===== src/rtl/lifo_stream_rd.sv =====
// Read-side stage for the LIFO: pops len_i words through the 1-cycle-latency
// rdreq/q port and streams them newest-first on a registered valid/ready output.
module lifo_stream_rd #(
  parameter int DWIDTH = 8,
  parameter int AWIDTH = 4
) (
  input  logic              clk_i,
  input  logic              srst_i,
  input  logic              start_i,
  input  logic [AWIDTH:0]   len_i,
  output logic              busy_o,
  output logic              done_o,
  input  logic              lifo_empty_i,
  input  logic              lifo_wrreq_i,
  output logic              lifo_rdreq_o,
  input  logic [DWIDTH-1:0] lifo_q_i,
  output logic [DWIDTH-1:0] src_data_o,
  output logic              src_valid_o,
  input  logic              src_ready_i
);

  typedef enum logic [1:0] {
    ST_IDLE  = 2'd0,
    ST_RUN   = 2'd1,
    ST_DRAIN = 2'd2
  } state_e;

  localparam logic [AWIDTH:0] LEN_ZERO = '0;
  localparam logic [AWIDTH:0] LEN_ONE  = {{AWIDTH{1'b0}}, 1'b1};

  state_e            state_q, state_d;
  logic [AWIDTH:0]   left_q;
  logic              inflight_q;
  logic              done_q, done_set;
  logic              busy, rdreq;

  // Two-entry buffer: the output register is the head, the skid register the tail.
  logic              out_valid_q, skid_valid_q;
  logic [DWIDTH-1:0] out_data_q, skid_data_q;

  logic              pop;
  logic [1:0]        occ;
  logic [2:0]        fill_after;

  assign pop        = out_valid_q & src_ready_i;
  assign occ        = 2'(out_valid_q) + 2'(skid_valid_q);
  assign fill_after = 3'(occ) + 3'(inflight_q) - 3'(pop);

  // NOTE: sequential state uses non-blocking assignments so every flop samples
  // pre-edge values regardless of process evaluation order.
  always_ff @(posedge clk_i) begin
    if (srst_i) state_q <= ST_IDLE;
    else        state_q <= state_d;
  end

  // NOTE: every combinational output gets a default first so no path leaves it
  // unassigned, which would otherwise infer a latch.
  always_comb begin
    state_d = state_q;
    case (state_q)
      ST_IDLE:  if (start_i && (len_i != LEN_ZERO)) state_d = ST_RUN;
      ST_RUN:   if (rdreq && (left_q == LEN_ONE))   state_d = ST_DRAIN;
      ST_DRAIN: if (!inflight_q && (occ == 2'd0))   state_d = ST_IDLE;
      default:  state_d = ST_IDLE;
    endcase
  end

  // Reads are held off under a write because the LIFO drops rdreq in that cycle.
  always_comb begin
    busy     = 1'b0;
    rdreq    = 1'b0;
    done_set = 1'b0;
    case (state_q)
      ST_IDLE: done_set = start_i && (len_i == LEN_ZERO);
      ST_RUN: begin
        busy  = 1'b1;
        rdreq = (left_q != LEN_ZERO) && !lifo_empty_i && !lifo_wrreq_i &&
                (fill_after < 3'd2);
      end
      ST_DRAIN: begin
        busy     = 1'b1;
        done_set = !inflight_q && (occ == 2'd0);
      end
      default: ;
    endcase
  end

  assign busy_o       = busy;
  assign lifo_rdreq_o = rdreq;
  assign done_o       = done_q;

  always_ff @(posedge clk_i) begin
    if (srst_i) begin
      left_q     <= '0;
      inflight_q <= 1'b0;
      done_q     <= 1'b0;
    end else begin
      inflight_q <= rdreq;
      done_q     <= done_set;
      if ((state_q == ST_IDLE) && start_i) left_q <= len_i;
      else if (rdreq)                      left_q <= left_q - LEN_ONE;
    end
  end

  // Head register: valid and data are visible flops on the stream port.
  always_ff @(posedge clk_i) begin
    if (srst_i) begin
      out_valid_q  <= 1'b0;
      skid_valid_q <= 1'b0;
      out_data_q   <= '0;
    end else begin
      case ({inflight_q, pop})
        2'b10: begin
          if (!out_valid_q) begin
            out_data_q  <= lifo_q_i;
            out_valid_q <= 1'b1;
          end else begin
            skid_valid_q <= 1'b1;
          end
        end
        2'b01: begin
          if (skid_valid_q) begin
            out_data_q   <= skid_data_q;
            skid_valid_q <= 1'b0;
          end else begin
            out_valid_q <= 1'b0;
          end
        end
        2'b11: begin
          if (skid_valid_q) out_data_q <= skid_data_q;
          else              out_data_q <= lifo_q_i;
        end
        default: ;
      endcase
    end
  end

  // NOTE: the skid data register is storage qualified by skid_valid_q, so it
  // carries no reset; only the control bits and the visible output are reset.
  always_ff @(posedge clk_i) begin
    if (inflight_q && (out_valid_q || skid_valid_q) && !(pop && !skid_valid_q))
      skid_data_q <= lifo_q_i;
  end

  assign src_data_o  = out_data_q;
  assign src_valid_o = out_valid_q;

endmodule

===== config.mk =====
export PLATFORM = sky130hd
export DESIGN_NAME = lifo_stream_rd
export DESIGN_NICKNAME = d
export VERILOG_FILES = /design/src/rtl/lifo_stream_rd.sv
export SDC_FILE = /design/constraint.sdc
export NUM_CORES = 1
export LEC_CHECK = 0
export ABC_AREA = 1
export BUFFER_PORTS_ARGS = -buffer_cell sky130_fd_sc_hd__buf_2
export CORE_MARGIN = 2
export CORE_UTILIZATION = 48
export CTS_CLUSTER_DIAMETER = 60
export DETAILED_ROUTE_END_ITERATION = 10
export PLACE_DENSITY = 0.86
export SETUP_SLACK_MARGIN = 0.1
export SYNTH_ARGS = -nofsm -noshare
export SYNTH_HDL_FRONTEND = slang
export SYNTH_SLANG_ARGS = --single-unit

===== constraint.sdc =====
create_clock -name clk_i -period 1.8 [get_ports clk_i]
set_input_delay 0.27 -clock clk_i [delete_from_list [all_inputs] [get_ports clk_i]]
set_output_delay 0.27 -clock clk_i [all_outputs]
set_load 0.02 [all_outputs]

==> impl_metrics.csv <==
group,metric,value,unit
route,dr.pass1.iters,4,
synthesis,synth.avg_cell_area,7.75,um2
synthesis,yosysUniqueCellTypes,24,
sta,min_period_over_period,1.14,
synthesis,synth-edff-count,8,
floorplanning,ios,31,
synthesis,synth_cells,182,
setup_path,arrival,1780,ps
power,p_per_area,1020,mW/mm2
clock_network,ctsHoldBuffers,0,
cells_and_area,layoutNonFillerInstCount,257,
sta,tightest_slew,455,ps
sta,fin_worst_skew,7.12,ps
route,initialDrtViolationCount,62,
route,routed_wl,3.35,mm
cells_and_area,nets,256,
placed_design,io_buffer_count,30,
clock_network,path_clk_slew,160,ps
setup_path,path_max_fanout,2,
floorplanning,die_h,58.2,um
sta,min_period,2050,ps
clock_network,cts_made_buffers,3,
sta,fin_hold_ws,111,ps
synthesis,synthArstFlopShare,0,
placed_design,placed_area,0.00164,mm2
power,ir_drop,728,uV
setup_path,timing.rr.start,"src_valid_o",
cells_and_area,final_common_cell,"buf_2",
global_route,grt_util_all_layers,0.199,
synthesis,synth_area_leader_cell,"dfxtp_1",
global_route,overflow,0,
setup_path,critPathKind,"register to output pin",
placed_design,routabilityCongestion,0.857,
global_route,grt_pass1_wl,5.16,mm
route,via_per_inst,5.22,
clock_network,clock_path_buffers,2,
synthesis,yosys_warnings,0,
placed_design,dpl.cell_count,247,
clock_network,clk_latency,330,ps
worst_hold_path,min_from,"lifo_q_i[4]",
synthesis,synthTopCellsByArea,"dfxtp_1, edfxtp_1, nand2_1",
cells_and_area,syn_to_final_growth,29.4,%
sta,fmax,489,MHz
floorplanning,die-area,0.00339,mm2
cells_and_area,fin_util,0.657,
outcome,outcome,"finished, violations left",
clock_network,root_buffer,"clkbuf_4",
floorplanning,die_w,58.2,um
setup_path,worstPathRequired,1530,ps
synthesis,syn-num-nets,211,
worst_hold_path,min_to,"skid_data_q[4]",
cells_and_area,n_antenna_cell,0,
setup_path,critPathCaptureType,"output pin",
global_route,grt_max_degree,17,
outcome,violations,"setup timing",
route,num_vias,1342,
sta,hold_viol,0,
setup_path,r2r_setup_slack,-110,ps
floorplanning,num_rows,19,
clock_network,cts.sinks,27,
setup_path,critPathLaunchType,"register",
setup_path,rr_endpoint,"left_q[0]",
synthesis,syn_area,0.00141,mm2
route,routedWlPerCell,13.1,um
sta,max-slew-margin-rel,0.696,
floorplanning,core,0.00278,mm2
cells_and_area,final_area,0.00183,mm2
setup_path,rr_worst_depth,15,
clock_network,htreeDepth,1,
floorplanning,start_util,0.507,
cells_and_area,layout_common_cells,"buf_2, nand2_1, nor2_1",
power,p_total,0.00186,W
worst_hold_path,hold_depth,1,
sta,worst_slack,-245,ps
synthesis,synth-seq-cells,27,
sta,drv_slew,0,
route,ant_nets,0,
global_route,grt_pass1_vias,1229,
synthesis,ys.flop_type,"dfxtp_1",
placed_design,post-dp-hpwl,2.24,mm
setup_path,startpoint,"src_valid_o",
route,drc,0,
job,cap_viol_max_count,0,
sta,rsz0062_at_grt,"yes",
global_route,antenna_found_initial,0,
synthesis,synth_top_area_frac,0.270,
sta,setup_violations,6,
power,p_leak,0.838,nW
synthesis,synth_seq_area_share,0.440,
cells_and_area,drive_gt1_frac,0.354,
clock_network,cts_tree,"done",
worst_hold_path,hp-class,"primary input to register",
## cells by family (layout without fill, tap and decap cells)
family	count (synthesis)	count (layout)	share of synthesized area
adders and majority gates	10	10	0.0887
buffers and inverters	25	69	0.0718
AOI/OAI and AO/OA	39	39	0.153
DFF	27	27	0.440
and+or+nand+nor	79	79	0.233
xor gates and xnor gates	1	1	0.00621
muxes	1	1	0.00709
## worst max-delay path by stage
| stage | to | slack (ps) | cells after the start |
|---|---|---|---|
| floorplan | lifo_rdreq_o | 100 | 9 |
| global placement | lifo_rdreq_o | 50 | 10 |
| detailed placement | lifo_rdreq_o | 20 | 10 |
| CTS | lifo_rdreq_o | -210 | 11 |
| global route | lifo_rdreq_o | -330 | 10 |
| finish | lifo_rdreq_o | -250 | 10 |
## layout make-up
cell class	count	area (um2)
multi-input cells	130	791
well taps	31	38.8
inverters	23	88.8
clock buffers	3	22.5
fillers	228	955
flip-flops and latches	27	626
repair buffers	42	254
clock inverters	1	6.26
## layer usage
metal,track usage,part of all wire,wire length (um),vias to the layer above
li1,-,-,-,682
met1,0.245,0.43,1430,629
met2,0.359,0.53,1780,26
met3,0.0290,0.033,112,5
met4,0.0532,0.0089,30,0
met5,0,0,0,-
## repair_timing
action / 4_1_cts / 5_1_grt
setup buffers: 6 / 3
pin swaps: 6 / 6
gates resized for setup: 14 / 19
endpoints found under the setup margin: 4 / 9
## per-stage QoR
step / setup slack (ps) / setup TNS, ps
final: -245 / -685
after global routing: -325 / -1280
after global placement: 51.9 / 0
after floorplan: 99.0 / 0
after CTS: -214 / -858
after detailed placement: 16.8 / 0
## worst max-delay path, cell delays in order (launching register included)
cell	delay [ps]
dfxtp_4	390
inv_4	40
ha_4	250
inv_2	40
ha_4	230
nor2_2	90
nand3_1	90
nand2_2	90
nand2_2	70
inv_2	60
buf_6	100
## sequential cells by signal, indices dropped and copies added, names as in the netlist
name          count
state_q           2
src_data_o        8
skid_valid_q      1
inflight_q        1
left_q            5
src_valid_o       1
done_o            1
skid_data_q       8
## power by group
group / leakage [nW] / switching (W) / total, W / internal, W
Sequential: 0.228 / 0.0000658 / 0.000762 / 0.000697
Combinational: 0.592 / 0.000493 / 0.000816 / 0.000324
Clock: 0.0183 / 0.000193 / 0.000280 / 0.0000869
## synth_stat cells (2+ instances only)
cell type	instances
inv_1	21
ha_1	10
nand4_1	2
nand2_2	2
o21ai_1	3
inv_2	2
o21ai_0	14
nor2_1	29
dfxtp_1	19
nand2_1	35
edfxtp_1	8
a21oi_1	17
nand3_1	9
Note: power is estimated with default switching activity, not from simulation.
